`config.mk`:
```
export PLATFORM = sky130hd
export DESIGN_NAME = pong_layer_renderer
export DESIGN_NICKNAME = d
export VERILOG_FILES = /design/src/rtl/pong_pkg.sv /design/src/rtl/pong_rect_hit.sv /design/src/rtl/pong_layer_renderer.sv
export SDC_FILE = /design/constraint.sdc
export NUM_CORES = 1
export LEC_CHECK = 0
export ABC_AREA = 1
export CAP_MARGIN = 20
export CORE_MARGIN = 1
export CORE_UTILIZATION = 45
export DETAILED_ROUTE_END_ITERATION = 10
export PLACE_DENSITY = 0.69
export SLEW_MARGIN = 20
export SYNTH_ARGS = -nofsm -noshare
export SYNTH_HDL_FRONTEND = slang
export SYNTH_SLANG_ARGS = --single-unit
```
`constraint.sdc`:
```
create_clock -name pxClk -period 6.7 [get_ports pxClk]
set_input_delay 1.675 -clock pxClk [delete_from_list [all_inputs] [get_ports pxClk]]
set_output_delay 1.675 -clock pxClk [all_outputs]
set_load 0.01 [all_outputs]
```
`src/rtl/pong_pkg.sv`:
```
// pong_pkg: default frame/object geometry and colour width shared by the pong renderer.
package pong_pkg;
  localparam int NUM_PADDLES_DEF   = 2;
  localparam int PADDLE_WIDTH_DEF  = 20;
  localparam int PADDLE_HEIGHT_DEF = 160;
  localparam int BALL_SIDE_DEF     = 30;
  localparam int FRAME_WIDTH_DEF   = 1280;
  localparam int FRAME_HEIGHT_DEF  = 960;
  localparam int CNT_W_DEF         = 14;
  localparam int POS_W_DEF         = 12;
  localparam int COLOR_W           = 12;
endpackage

```
`src/rtl/pong_rect_hit.sv`:
```
// pong_rect_hit: combinational point-in-rectangle test; positions are widened so nothing is subtracted.
module pong_rect_hit #(
  parameter int W         = 20,
  parameter int H         = 160,
  parameter bit CENTRED_X = 1'b0,
  parameter int CNT_W     = 14,
  parameter int POS_W     = 12
) (
  input  logic [CNT_W-1:0] h_i,
  input  logic [CNT_W-1:0] v_i,
  input  logic [POS_W-1:0] px_i,
  input  logic [POS_W-1:0] py_i,
  input  logic             en_i,
  output logic             hit_o
);
  localparam logic [CNT_W:0] XS = (CNT_W+1)'(CENTRED_X ? W / 2 : W);
  localparam logic [CNT_W:0] YS = (CNT_W+1)'(H / 2);
  logic [CNT_W:0] h, v, x, y;
  logic           lo_x;
  assign h     = {1'b0, h_i};
  assign v     = {1'b0, v_i};
  assign x     = (CNT_W+1)'(px_i);
  assign y     = (CNT_W+1)'(py_i);
  assign lo_x  = CENTRED_X ? (h + XS >= x) : (h >= x);
  assign hit_o = en_i && lo_x && (h < x + XS) && (v + YS >= y) && (v < y + YS);
endmodule

```
`src/rtl/pong_layer_renderer.sv`:
```
// pong_layer_renderer: per-frame latched paddles + ball renderer with 2-stage pixel pipeline
// and per-frame ball/paddle collision reporting.
module pong_layer_renderer
  import pong_pkg::*;
#(
  parameter int NUM_PADDLES   = NUM_PADDLES_DEF,
  parameter int PADDLE_WIDTH  = PADDLE_WIDTH_DEF,
  parameter int PADDLE_HEIGHT = PADDLE_HEIGHT_DEF,
  parameter int BALL_SIDE     = BALL_SIDE_DEF,
  parameter int FRAME_WIDTH   = FRAME_WIDTH_DEF,
  parameter int FRAME_HEIGHT  = FRAME_HEIGHT_DEF,
  parameter int CNT_W         = CNT_W_DEF,
  parameter int POS_W         = POS_W_DEF,
  parameter int CW            = COLOR_W
) (
  input  logic                         pxClk,
  input  logic                         rst,
  input  logic [CNT_W-1:0]             hCntr,
  input  logic [CNT_W-1:0]             vCntr,
  input  logic [NUM_PADDLES*POS_W-1:0] paddle_px,
  input  logic [NUM_PADDLES*POS_W-1:0] paddle_py,
  input  logic [POS_W-1:0]             ball_px,
  input  logic [POS_W-1:0]             ball_py,
  input  logic [NUM_PADDLES:0]         obj_en,
  input  logic [CW-1:0]                paddle_color,
  input  logic [CW-1:0]                ball_color,
  input  logic [CW-1:0]                bg_color,
  output logic [CW-1:0]                rgb_out,
  output logic                         frame_latch,
  output logic                         hit_pulse,
  output logic [NUM_PADDLES-1:0]       hit_mask
);
  localparam int NP = NUM_PADDLES;
  logic [NP*POS_W-1:0] ppx_q, ppy_q;
  logic [POS_W-1:0]    bpx_q, bpy_q;
  logic [NP:0]         en_q;
  logic [CW-1:0]       pcol_q, bcol_q, bgcol_q;
  logic [NP:0]         hit_d, hit_q;
  logic                vis_d, vis_q;
  logic [CW-1:0]       rgb_d, rgb_q;
  logic [NP-1:0]       sticky_d, sticky_q, hit_mask_q;
  logic                latch, frame_latch_q, hit_pulse_q;
  assign latch = (hCntr == '0) && (vCntr == CNT_W'(FRAME_HEIGHT));
  assign vis_d = (hCntr < CNT_W'(FRAME_WIDTH)) && (vCntr < CNT_W'(FRAME_HEIGHT));
  genvar p;
  generate
    for (p = 0; p < NP; p++) begin : g_pad
      pong_rect_hit #(.W(PADDLE_WIDTH), .H(PADDLE_HEIGHT), .CENTRED_X(1'b0), .CNT_W(CNT_W), .POS_W(POS_W)) u_pad (
        .h_i(hCntr), .v_i(vCntr), .px_i(ppx_q[p*POS_W +: POS_W]), .py_i(ppy_q[p*POS_W +: POS_W]),
        .en_i(en_q[p]), .hit_o(hit_d[p])
      );
    end
  endgenerate
  pong_rect_hit #(.W(BALL_SIDE), .H(BALL_SIDE), .CENTRED_X(1'b1), .CNT_W(CNT_W), .POS_W(POS_W)) u_ball (
    .h_i(hCntr), .v_i(vCntr), .px_i(bpx_q), .py_i(bpy_q), .en_i(en_q[NP]), .hit_o(hit_d[NP])
  );
  always_comb begin
    rgb_d    = !vis_q ? '0 : hit_q[NP] ? bcol_q : (|hit_q[NP-1:0]) ? pcol_q : bgcol_q;
    // latch only happens in blanking, but clear still takes precedence over set
    sticky_d = latch ? '0 : sticky_q | ({NP{vis_q & hit_q[NP]}} & hit_q[NP-1:0]);
  end
  always_ff @(posedge pxClk or posedge rst) begin
    if (rst) begin
      ppx_q         <= '0;
      ppy_q         <= '0;
      bpx_q         <= '0;
      bpy_q         <= '0;
      en_q          <= '0;
      pcol_q        <= '0;
      bcol_q        <= '0;
      bgcol_q       <= '0;
      hit_q         <= '0;
      vis_q         <= 1'b0;
      rgb_q         <= '0;
      sticky_q      <= '0;
      hit_mask_q    <= '0;
      frame_latch_q <= 1'b0;
      hit_pulse_q   <= 1'b0;
    end else begin
      if (latch) begin
        ppx_q      <= paddle_px;
        ppy_q      <= paddle_py;
        bpx_q      <= ball_px;
        bpy_q      <= ball_py;
        en_q       <= obj_en;
        pcol_q     <= paddle_color;
        bcol_q     <= ball_color;
        bgcol_q    <= bg_color;
        hit_mask_q <= sticky_q;
      end
      hit_q         <= hit_d;
      vis_q         <= vis_d;
      rgb_q         <= rgb_d;
      sticky_q      <= sticky_d;
      frame_latch_q <= latch;
      hit_pulse_q   <= latch & (|sticky_q);
    end
  end
  assign rgb_out     = rgb_q;
  assign frame_latch = frame_latch_q;
  assign hit_pulse   = hit_pulse_q;
  assign hit_mask    = hit_mask_q;
endmodule

```
# Word-level counts from Yosys, hierarchy flattened
# Index checks and enable logic that the tools add are counted.
[totals] regBits=133 input_bits=141 output_inout_bits=16
[classes] add_sub_neg=9 n_lt_le_gt_ge=14 n_eq_ne=1 mux=4 bitwise=4 reduce_logical=17
[op_table] cell="14-bit by 15-bit < comparator with 1-bit output" count=6
[op_table] cell="15-bit by 12-bit greater-or-equal comparator with 1-bit output" count=4
[op_table] cell="12-bit two-way mux" count=3
[op_table] cell="14-bit by 4-bit adder with 15-bit output (second input constant)" count=2
[op_table] cell="14-bit by 12-bit greater-or-equal comparator with 1-bit output" count=2
[op_table] cell="12-bit by 4-bit adder with 13-bit output (second input constant)" count=2
[op_table] cell="12-bit by 5-bit adder with 13-bit output (second input constant)" count=2
[op_table] cell="12-bit by 7-bit adder with 13-bit output (second input constant)" count=2
[op_table] cell="14-bit by 7-bit adder with 15-bit output (second input constant)" count=1
[op_table] cell="14-bit by 10-bit equality test with 1-bit output (second input constant)" count=1
[op_table] cell="1-bit logical AND" count=14
[op_table] cell="14-bit logical NOT" count=1
[op_table] cell="14-bit by 10-bit < comparator with 1-bit output (second input constant)" count=1
[op_table] cell="14-bit by 11-bit < comparator with 1-bit output (second input constant)" count=1
[op_table] cell="2-bit OR reduction" count=2
[op_table] cell="1-bit bitwise AND" count=2
[op_table] cell="2-bit bitwise AND" count=1
[op_table] cell="2-bit two-way mux" count=1
[op_table] cell="2-bit OR" count=1

# Depth between registers and ports, before layout
# Gate-level depths: netlist (run 1).
[logic_depth] word_depth=6 depth_mapped=18 mapped_depth_nobuf=18

# Hierarchy
# Synthesis (run 1) repeated with hierarchy kept, for this count alone.
[hier_totals] cells_unflattened=1547 area_unflattened_um2=11094.4
[by_module_without_submodules] mod="pong_layer_renderer" n_inst=1 cells_per_inst=673 area_per_inst_um2=5660.4
[by_module_without_submodules] mod="pong_rect_hit (u_ball)" n_inst=1 cells_per_inst=355 area_per_inst_um2=2198.4
[by_module_without_submodules] mod="pong_rect_hit (g_pad[1].u_pad)" n_inst=1 cells_per_inst=263 area_per_inst_um2=1636.6
[by_module_without_submodules] mod="pong_rect_hit (g_pad[0].u_pad)" n_inst=1 cells_per_inst=256 area_per_inst_um2=1599.0

# Least setup slack after synthesis (run 1)
# No wires, ideal clock.
[synth_timing] path_kind="input -> register" start="input port hCntr[0]" end="register hit_q[2]" t_arrival_ns=3.360 required_time_ns=6.629 path_slack_ns=3.268 path_stages=15 cell_sequence="inv_1 > ha_1 > nand2_1 > nand2_1 > nor2_1 > xor2_1 > ha_1 > nand2_1 > nor2_1 > nand2_1 > nor3b_1 > nor2_1 > nand3_1 > nand4_1 > nor2_1"
[synth_via] elab_chain_len=6 word_cells_on_any_way=7 classes_between="add/sub: 1; order compare: 2; reduce/logical: 4"
[synth_rtl] element="from (decl)" line_no="pong_layer_renderer.sv:18" rtl="input logic [CNT_W-1:0] hCntr,"
[synth_rtl] element="14-bit by 4-bit adder with 15-bit output" line_no="pong_rect_hit.sv:24" rtl="assign lo_x = CENTRED_X ? (h + XS >= x) : (h >= x);"
[synth_rtl] element="15-bit by 12-bit greater-or-equal comparator with 1-bit output" line_no="pong_rect_hit.sv:24"
[synth_rtl] element="1-bit logical AND" line_no="pong_rect_hit.sv:25" rtl="assign hit_o = en_i && lo_x && (h < x + XS) && (v + YS >= y) && (v < y + YS);"
[synth_rtl] element="1-bit logical AND (*) (3 in series)" line_no="pong_rect_hit.sv:25"
[synth_rtl] element="net u_ball.hit_o" line_no="pong_rect_hit.sv:14" rtl="output logic hit_o"
[synth_rtl] element="to (signal assigned)" line_no="pong_layer_renderer.sv:91" rtl="hit_q <= hit_d;"
[synth_rtl] element="to (decl)" line_no="pong_layer_renderer.sv:38" rtl="logic [NP:0] hit_d, hit_q;"
# The timed path passes the listed nets; every way through them passes the cells marked *.
# A chain may end at the register's enable or synchronous reset.

# Final worst setup path (run 1)
[layout_timing] start="input port vCntr[4]" end="register pcol_q[2]"
[layout_via] elab_chain_len=2
[layout_rtl] element="from (decl)" line_no="pong_layer_renderer.sv:19" rtl="input logic [CNT_W-1:0] vCntr,"
[layout_rtl] element="14-bit by 10-bit equality test with 1-bit output" line_no="pong_layer_renderer.sv:43" rtl="assign latch = (hCntr == '0) && (vCntr == CNT_W'(FRAME_HEIGHT));"
[layout_rtl] element="1-bit logical AND" line_no="pong_layer_renderer.sv:43"
[layout_rtl] element="to (signal assigned)" line_no="pong_layer_renderer.sv:86" rtl="pcol_q <= paddle_color;"
[layout_rtl] element="to (decl)" line_no="pong_layer_renderer.sv:37" rtl="logic [CW-1:0] pcol_q, bcol_q, bgcol_q;"
# No other way between the ends.

==> out/summary.txt, run 1 <==
outcome = complete, but fails checks
failing checks = DRC
die area = 23130 µm²
area leader, netlist = dfrtp_1
first-pass GRT wire length = 43.93 mm
Post-Synthesis Cells = 1334
number of synthesized flops with an enable pin = 0
# clock sinks = 133
startpoint types = primary input
static leakage = 6.494 nW
R2R Path Start = bpx_q[0]$_DFFE_PP0P_
CP top delay family = buffers and inverters
# rows = 54
Routed WL = 26.25 mm
Critical R2R Capture = hit_q[2]$_DFF_PP0_
Area Growth Syn to Fin = 23.40%
Final Total Pwr = 2.050 mW
Max Cap Viol = 0
starting density of the core = 0.4616
first-pass iteration count of the detailed router = 9
Clock transition at path regs = 0.07 ns
Slowest-stage cell, CP = inv_6
Primary FF master, synth = dfrtp_1
Final GP Congestion = 0.8483
RSZ-0062 raised after global routing = false
critical path class = in -> reg
die span in y = 152.1 µm
worst hold endpoint = bgcol_q[3]$_DFFE_PP0P_
CTS max path bufs = 2
FMAX = 212.8 MHz
max_slew headroom = 0.4448
Critical Path Sink Type = flop
r2r worst-path depth = 16
dpl cell area = 11900 µm²
grt ovf = 0
syn_area_per_cell = 7.598 µm²
Hold-fix buffers, CTS = 0
Design Area, Final = 12510 µm²
Setup Fix Bufs, Post-CTS = 0
Syn. warnings = 0
# resized after CTS = 0
largest fanout on the critical path = 88
Setup Viol. Count Final = 0
clock buffer count from CTS = 17
Fin Setup TNS = 0 ns
Total GRT Usage = 0.2387
H-tree Lvls = 4
number of antenna violations at the first check in global routing = 1
Routed Antenna Nets = 0
Distinct cells, synth = 35
Residual DRC = 14
IO buf count = 156
Synth async-reset ratio = 1.000
final hold slack = 0.4831 ns
Critical Path Max Stage Delay = 0.67 ns
root buf cell = clkbuf_16
GR Util met2 = 0.3821
Yosys top cell area share = 0.3284
Max IR drop VDD = 0.0001553 V
min-delay src = bgcol_q[3]$_DFFE_PP0P_
IO Count = 157
core box area = 21960 µm²
Arrival @ worst endpoint = 5.05 ns
Worst EP required = 7.06 ns
power per cell area = 163.9 nW/µm²
period utilization = 0.7013
CP Depth = 10
Tmin final = 4.699 ns
final setup skew = 0.006746 ns
met1 Resource Use GR = 0.3333
Slew Viols, Final = 0
Fin. Hold Viols = 0
number of cells on the worst hold path = 2
1st-iter DRT viols = 622
synth top area cells = dfrtp_1 33%, ha_1 19%, nand2_1 13%, inv_1 6.9%, xor2_1 5.4%
vias in the first global route = 8773
Worst Max-Slew Pin Slew = 0.8327 ns
CP cell instances = clkdlybuf4s50_1, inv_1, ha_1, nand3_1, nor3_2, nand4_2, inv_6, buf_12, nand2_1, o21ai_1
worst hold path type = reg -> reg
met3 Resource Use GR = 0.04221
vias per inst = 5.061
layout cell share with drive strength beyond 1 = 0.02937
worst skew pair latency = 0.43 ns
number of vias in the routed layout = 9003
post-synth net total = 1625
CTS tree = built
register-to-register setup slack = 3.94 ns
DR WL/cell = 14.76 µm
Most Used Layer, Global Route = met2
register area share after synthesis = 0.3284
largest net degree at the start of global routing = 89
Die X = 152.1 µm
HPWL Detailed = 20.48 mm
Seq cells post-synth = 133
final net count = 1776
worst path bufs/invs = 4
synthesized area = 10140 µm²
## final cells by class
cell class | instances | area, µm²
Tap cell | 280 | 350.3
Clock buffer | 17 | 425.4
Sequential cell | 133 | 3328
Inverter | 188 | 713.2
Antenna cell | 1 | 2.502
Fill cell | 2041 | 9450
Multi-Input combinational cell | 983 | 5887
Timing Repair Buffer | 162 | 1619
Clock inverter | 15 | 182.7
## report_power, final
part / switching, mW / internal, mW / total [mW]
combinational: 0.138 / 0.125 / 0.263
sequential: 0.000201 / 0.803 / 0.803
clock: 0.417 / 0.566 / 0.983
## cells in the mapped netlist (8+ instances only)
master and instances:
nand2_1 340, inv_1 187, ha_1 150, dfrtp_1 133, nor2_1 86, o21ai_1 86, a21oi_1 68, xor2_1 63
o21ai_0 56, nand3_1 51, nor3_1 29, nand4_1 11, buf_6 9, clkbuf_1 8
## how the worst max path moves through the flow
stage,start,slack [ns],to
3_3_place_gp,vCntr[4],1.57,bpx_q[1]$_DFFE_PP0P_
2_1_floorplan,rst,1.47,bcol_q[0]$_DFFE_PP0P_
4_1_cts,vCntr[4],1.98,ppx_q[15]$_DFFE_PP0P_
3_5_place_dp,vCntr[4],1.56,bcol_q[8]$_DFFE_PP0P_
6_report,vCntr[4],2.00,pcol_q[2]$_DFFE_PP0P_
5_1_grt,vCntr[4],1.69,ppx_q[14]$_DFFE_PP0P_
## cell usage in the layout (no fill, tap or decap), types with 2 or more instances in the layout
master	netlist	layout
clkdlybuf4s50_1	0	156
xnor2_1	7	7
nor4b_1	2	2
a31oi_1	2	2
nor2_1	86	86
buf_4	7	5
a21o_1	3	3
clkinv_4	0	3
a21oi_1	68	68
nand2_1	340	340
xor2_1	63	63
inv_6	0	6
inv_1	187	186
inv_8	0	4
clkbuf_16	0	17
nor4_1	4	4
nand3b_1	2	2
dfrtp_1	133	133
o211ai_1	3	3
nand4_1	11	11
o21ai_1	86	86
o21a_1	5	5
nor3b_1	3	3
a211oi_1	4	4
ha_1	150	150
bufinv_16	0	2
nor3_1	29	29
nand3_1	51	51
o21ai_0	56	56
## cell families (layout without fill, tap and decap cells)
kind of cell / after synthesis / in the layout / synth area share
compound gates: 231 / 231 / 0.1192
xor+xnor: 70 / 70 / 0.06049
fa+ha+maj: 150 / 150 / 0.1852
buf+inv: 218 / 382 / 0.09085
flops: 133 / 133 / 0.3284
mux: 1 / 1 / 0.001111
other cells: 0 / 1 / 0
simple gates: 531 / 531 / 0.2148
## state kept, by name, summed over array words and instances, names as in the netlist
signal       count
bcol_q          12
bgcol_q         12
bpx_q           12
bpy_q           12
en_q             3
frame_latch      1
hit_mask         2
hit_pulse        1
hit_q            3
pcol_q          12
ppx_q           24
ppy_q           24
rgb_out         12
sticky_q         2
vis_q            1
## routing by layer
layer	part of all wire	vias to the layer above	wire, µm
li1	-	4652	-
met5	0	-	0
met2	0.45	228	11770
met1	0.49	4096	12820
met3	0.048	27	1262
met4	0.015	0	400
## metrics by stage
step / util / cells / setup WS (ns)
after detailed placement: 0.5418 / 1746 / 1.555
after CTS: 0.5695 / 1778 / 1.979
after global routing: 0.5696 / 1779 / 1.689
after global placement: 0.5418 / 1746 / 1.572
final: 0.5696 / 1779 / 2.001
after floorplan: - / 1334 / 1.471
## worst reg2reg max path: cells and delay by family (launching register included)
kind | cells | cell delay (ns)
buf+inv | 1 | 0.09
flops | 1 | 0.38
simple gates | 9 | 1.15
fa+ha+maj | 2 | 0.49
compound gates | 3 | 0.37
xor+xnor | 1 | 0.19
Note: power is estimated with default switching activity, not from simulation.
==> run 2, diff against run 1 <==
- PLACE_DENSITY: 0.69 -> 0.71
- clock period: 6.7 -> 4.3 ns (I/O delays scaled with it)
==> run 2 against run 1 <==
  * The run still ends with DRC left
  * Clock-buffer cell count grew 3
  * Critical path depth up 7
  * Core utilization up 0.53 points
  * Global-route usage is 0.71 points higher
  * Register-to-register slack worse by 2.3 ns
  * Die area stayed put
  * Power increased by 56%
  * Combinational power rose by 60%
  * Clock skew is 0.0038 ns higher
  * Final cell count grew 0.45%
  * Critical endpoint is now hit_q[2]$_DFF_PP0_
  * Largest power group unchanged
==> out/summary.txt, run 2 (synthesis gave the netlist of run 1 again) <==
DP Cell Count = 1755 (+0.52%)
Max Cap Viol = 0 (unchanged)
register-to-register setup slack = 1.61 ns (-2.33 ns)
Slowest-stage cell, CP = clkdlybuf4s50_1
IO Count = 157 (unchanged)
layout cell share with drive strength beyond 1 = 0.03386 (+0.004492)
Routed WL = 27.51 mm (+4.8%)
Layout Cells excl Fill = 1787 (+0.45%)
Total GRT Usage = 0.2458 (+0.007101)
clock buffer count from CTS = 17 (unchanged)
Max IR drop VDD = 0.0002472 V (+59%)
Max Used Layer = met4
final net count = 1785 (+0.51%)
critical path class = in -> reg
Regs by FF count = ppx_q (24), ppy_q (24)
worst hold path type = reg -> reg
die span in y = 152.1 µm (unchanged)
starting density of the core = 0.4616 (unchanged)
die area = 23130 µm² (unchanged)
HPWL Detailed = 21.11 mm (+3.1%)
first-pass iteration count of the detailed router = 8 (-1)
failing checks = DRC
Worst EP required = 4.66 ns (-2.40 ns)
Fill cells = 2001 (-2.0%)
Routed Antenna Nets = 0 (unchanged)
Fin. Hold Viols = 0 (unchanged)
min-delay src = bgcol_q[10]$_DFFE_PP0P_
outcome = complete, but fails checks
Critical Path Sink Type = flop
final setup skew = 0.01050 ns (+0.003752 ns)
power per cell area = 254.1 nW/µm² (+55%)
largest fanout on the critical path = 9 (-90%)
IO buf count = 156 (unchanged)
startpoint types = primary input
DR WL/cell = 15.40 µm (+4.3%)
Setup Viol. Count Final = 0 (unchanged)
max_slew headroom = 0.4246 (-0.02028)
number of cells on the worst hold path = 2 (unchanged)
Residual DRC = 20 (+6)
RSZ-0062 raised after global routing = false
final hold slack = 0.4763 ns (-0.006826 ns)
# clock sinks = 133 (unchanged)
static leakage = 6.553 nW (+0.92%)
Fin Setup TNS = 0 ns (unchanged)
H-tree Lvls = 4 (unchanged)
Tmin final = 3.549 ns
CTS max path bufs = 2 (unchanged)
dpl cell area = 12020 µm² (+1.0%)
Slew Viols, Final = 0 (unchanged)
root buf cell = clkbuf_16
Setup Fix Bufs, Post-CTS = 0 (unchanged)
Critical Path Max Stage Delay = 0.81 ns (+0.14 ns)
core box area = 21960 µm² (unchanged)
area used by multi-input combinational logic = 5887 µm² (unchanged)
largest net degree at the start of global routing = 64 (-28%)
Critical R2R Capture = hit_q[2]$_DFF_PP0_
vias per inst = 5.195 (+2.7%)
CTS tree = built
worst hold endpoint = bgcol_q[10]$_DFFE_PP0P_
most frequent cells in the layout = 340 x nand2_1, 186 x inv_1, 156 x clkdlybuf4s50_1
R2R Path Start = bpx_q[0]$_DFFE_PP0P_
Design Area, Final = 12620 µm² (+0.93%)
Worst Max-Slew Pin Slew = 0.8613 ns (+0.02860 ns)
Clock transition at path regs = 0.06 ns (about the same)
CP cell instances = clkdlybuf4s50_1, inv_1, nand3_1, nand2_1, inv_1, nand3_1, nor3_1, xor2_1, ha_1, nand2_1, nor2_1, nand2_1, nor3b_1, nor2_1, nand3_1, nand4_1, nor2_1
Met2 Routed Length = 12.92 mm (+9.8%)
Arrival @ worst endpoint = 3.90 ns (-1.15 ns)
worst skew pair latency = 0.43 ns (about the same)
commonest non-fill, non-tap cell in the layout = nand2_1
Area Growth Syn to Fin = 24.55%
metal3 WL = 1.447 mm (+15%)
number of antenna violations at the first check in global routing = 1 (unchanged)
period utilization = 0.8254
Hold-fix buffers, CTS = 0 (unchanged)
number of vias in the routed layout = 9284 (+3.1%)
Reg area = 3328 µm² (unchanged)
Die X = 152.1 µm (unchanged)
wl on met1 = 12.58 mm (-1.9%)
FMAX = 281.8 MHz
# resized after CTS = 0 (unchanged)
Final GP Congestion = 0.8754 (+3.2%)
# rows = 54 (unchanged)
1st-iter DRT viols = 553 (-11%)
grt ovf = 0 (unchanged)
first-pass GRT wire length = 45.10 mm (+2.7%)
r2r worst-path depth = 16 (unchanged)
vias in the first global route = 9074 (+3.4%)
run 2: cell count changes in the layout (fill, tap and decap cells not counted), sizes merged:
cell    previous run  this run
clkbuf            17        20
inv              197       189
clkinv             3         6
buf                6        15
bufinv             2         3
run 2: worst max-delay path: cells and delay by family:
kind | cells | cell delay [ns]
AND/OR/NAND/NOR | 12 | 1.35
adder cells (fa/ha/maj) | 1 | 0.32
buffers and inverters | 3 | 1.04
XOR/XNOR | 1 | 0.10
run 2: layer usage:
| metal | GRT usage | vias to the layer above |
|---|---|---|
| met5 | 0 | - |
| met4 | 0.08163 | 0 |
| met3 | 0.04278 | 45 |
| met2 | 0.4098 | 268 |
| met1 | 0.3228 | 4313 |
| li1 | - | 4658 |
run 2: worst max-delay path by stage:
stage	start	endpoint	slack, ns	cells past startpoint
6_report	hCntr[3]	hit_q[2]$_DFF_PP0_	0.75	17
5_1_grt	hCntr[3]	hit_q[2]$_DFF_PP0_	0.64	17
4_1_cts	hCntr[3]	hit_q[2]$_DFF_PP0_	0.83	17
3_5_place_dp	hCntr[3]	hit_q[2]$_DFF_PP0_	0.47	17
3_3_place_gp	hCntr[3]	hit_q[2]$_DFF_PP0_	0.60	17
2_1_floorplan	hCntr[0]	hit_q[2]$_DFF_PP0_	1.47	15
run 2: where the power goes:
| group | internal (mW) | switching [mW] | total [mW] |
|---|---|---|---|
| clock network | 0.943 | 0.592 | 1.54 |
| logic | 0.200 | 0.220 | 0.420 |
| registers | 1.25 | 0.000414 | 1.25 |
| total | 2.40 | 0.812 | 3.21 |
run 2: final cells by class:
cell class	instances	area share
timing repair buffer	171	0.1376
sequential	133	0.2636
clock buffer	20	0.03617
antenna	1	0.0001982
inverter	188	0.05659
tap	280	0.02775
clock inverter	11	0.01179
multi-input combinational	983	0.4663
run 2: per-stage QoR:
stage | util | setup slack (ns) | power, mW
3_5_place_dp | 0.5472 | 0.4682 | 1.691
6_report | 0.5749 | 0.7508 | 3.208
4_1_cts | 0.5748 | 0.8273 | 3.231
2_1_floorplan | - | 1.468 | 1.458
3_3_place_gp | 0.5472 | 0.5987 | 1.683
5_1_grt | 0.5749 | 0.6435 | 3.319
==> run 3, diff against run 2 <==
- clock period: 4.3 -> 3.2 ns (I/O delays scaled with it)
==> run 3 against run 2 <==
  * The run still ends with DRC left
  * Critical path type unchanged
  * Sequential share of layout area is 0.61 points lower
  * Sequential power rose by 34%
  * Via count increased by 0.33%
  * Combinational power is 43% higher
  * Global-route usage rose by 0.87 points
==> out/summary.txt, run 3 (synthesis gave the netlist of run 1 again) <==
number of vias in the routed layout = 9315 (+0.33%)
first-pass GRT wire length = 46.80 mm (+3.8%)
Fin. Hold Viols = 0 (unchanged)
largest net degree at the start of global routing = 68 (+6.3%)
Max Used Layer = met4
Slew Viols, Final = 0 (unchanged)
Setup Fix Bufs, Post-CTS = 0 (unchanged)
# clock sinks = 133 (unchanged)
critical path class = in -> reg
Max Cap Viol = 0 (unchanged)
final hold slack = 0.4785 ns (+0.002257 ns)
Fill cells = 1973 (-1.4%)
most frequent cells in the layout = 340 x nand2_1, 186 x inv_1, 156 x clkdlybuf4s50_1
failing checks = DRC
RSZ-0062 raised after global routing = false
first-pass iteration count of the detailed router = 8 (unchanged)
worst hold path type = reg -> reg
# rows = 54 (unchanged)
Clock transition at path regs = 0.06 ns (about the same)
Worst EP required = 3.56 ns (-1.10 ns)
grt ovf = 0 (unchanged)
root buf cell = clkbuf_16
CTS tree = built
outcome = complete, but fails checks
commonest non-fill, non-tap cell in the layout = nand2_1
HPWL Detailed = 22.11 mm (+4.7%)
Residual DRC = 20 (unchanged)
die span in y = 152.1 µm (unchanged)
DR WL/cell = 15.32 µm (-0.46%)
Hold-fix buffers, CTS = 0 (unchanged)
1st-iter DRT viols = 524 (-5.2%)
starting density of the core = 0.4616 (unchanged)
area used by multi-input combinational logic = 5887 µm² (unchanged)
final net count = 1827 (+2.4%)
Tmin final = 2.868 ns
Max IR drop VDD = 0.0002585 V (+4.6%)
setup ws final = 0.3320 ns (-0.4188 ns)
die area = 23130 µm² (unchanged)
startpoint types = primary input
Final GP Congestion = 0.9163 (+4.7%)
final setup skew = 0.01322 ns (+0.002726 ns)
Met2 Routed Length = 13.08 mm (+1.3%)
max_slew headroom = 0.4391 (+0.01451)
post-place setup slack = -0.08065 ns (-0.5489 ns)
power per cell area = 328.9 nW/µm² (+29%)
Total GRT Usage = 0.2545 (+0.008702)
metal3 WL = 1.334 mm (-7.8%)
Setup Viol. Count Final = 0 (unchanged)
Routed WL = 28.01 mm (+1.8%)
Critical Path Sink Type = flop
Routed Antenna Nets = 0 (unchanged)
IO buf count = 156 (unchanged)
final design utilization = 0.5887 (+0.01373)
worst skew pair latency = 0.43 ns (about the same)
core box area = 21960 µm² (unchanged)
clock buffer count from CTS = 17 (unchanged)
Final Total Pwr = 4.251 mW (+33%)
IO Count = 157 (unchanged)
H-tree Lvls = 4 (unchanged)
static leakage = 6.742 nW (+2.9%)
period utilization = 0.8963
largest fanout on the critical path = 4 (-5)
Die X = 152.1 µm (unchanged)
Worst Max-Slew Pin Slew = 0.8414 ns (-0.01995 ns)
Regs by FF count = ppx_q (24), ppy_q (24)
# resized after CTS = 0 (unchanged)
vias per inst = 5.096 (-1.9%)
wl on met1 = 12.91 mm (+2.6%)
Area Growth Syn to Fin = 27.53%
number of antenna violations at the first check in global routing = 0 (-1)
diode count = 0 (-1)
FMAX = 348.7 MHz
vias in the first global route = 9469 (+4.4%)
layout cell share with drive strength beyond 1 = 0.06008 (+0.02621)
Arrival @ worst endpoint = 3.22 ns (-0.68 ns)
Reg area = 3328 µm² (unchanged)
CTS max path bufs = 2 (unchanged)
==> run 3: changes by cell type in the layout (fill, tap and decap cells not counted) <==
cell / change
buf_4: +41
clkinv_4: -2
clkinvlp_4: +2
buf_12: +1
bufinv_16: -1
diode_2: -1
inv_6: +1
==> run 3: worst max-delay path, stage by stage <==
cell and delay (ns):
clkdlybuf4s50_1 0.55, inv_1 0.09, ha_1 0.22, nand2_1 0.11, nand2_1 0.09, nor2_1 0.17, xor2_1 0.09, ha_1 0.29
nand2_1 0.08, nor2_1 0.10, nand2_1 0.06, nor3b_1 0.22, nor2_1 0.08, nand3_1 0.10, nand4_1 0.09, nor2_1 0.09
==> run 3: per-stage QoR <==
step / instance area (µm²) / cells / TNS (ns)
floorplan: 10140 / 1334 / 0
CTS: 12930 / 1828 / 0
global route: 12930 / 1828 / 0
global placement: 12340 / 1797 / -0.04202
detailed placement: 12340 / 1797 / -0.1352
finish: 12930 / 1828 / 0
==> run 3: worst paths after layout <==
kind                                        start                      to  slack (ns)  cells past startpoint
max                                      hCntr[1]      hit_q[2]$_DFF_PP0_        0.33                     16
min                        bgcol_q[6]$_DFFE_PP0P_  bgcol_q[6]$_DFFE_PP0P_        0.48                      2
max reg2reg                 ppx_q[14]$_DFFE_PP0P_      hit_q[1]$_DFF_PP0_        0.45                     13
min reg2reg                bgcol_q[6]$_DFFE_PP0P_  bgcol_q[6]$_DFFE_PP0P_        0.48                      2
max in group asynchronous                     rst    ppy_q[8]$_DFFE_PP0P_        1.62                      3
min in group asynchronous                     rst   bcol_q[0]$_DFFE_PP0P_        0.82                      2
==> run 3: final cells by class <==
class                      instances  area share
clock buffer                      20     0.03533
clock inverter                    11    0.009680
inverter                         188     0.05527
multi-input combinational        983      0.4554
sequential                       133      0.2575
tap                              280     0.02710
timing repair buffer             213      0.1597
==> run 3: where the power goes <==
part / leakage [nW] / switching, mW / internal, mW
clock network: 0.283 / 0.779 / 1.19
logic: 5.09 / 0.299 / 0.301
registers: 1.37 / 0.000453 / 1.68
==> run 3: metal layers <==
metal	vias up	global-route usage
li1	4732	-
met4	0	0.08941
met3	39	0.04364
met1	4341	0.3322
met2	203	0.4250
met5	-	0
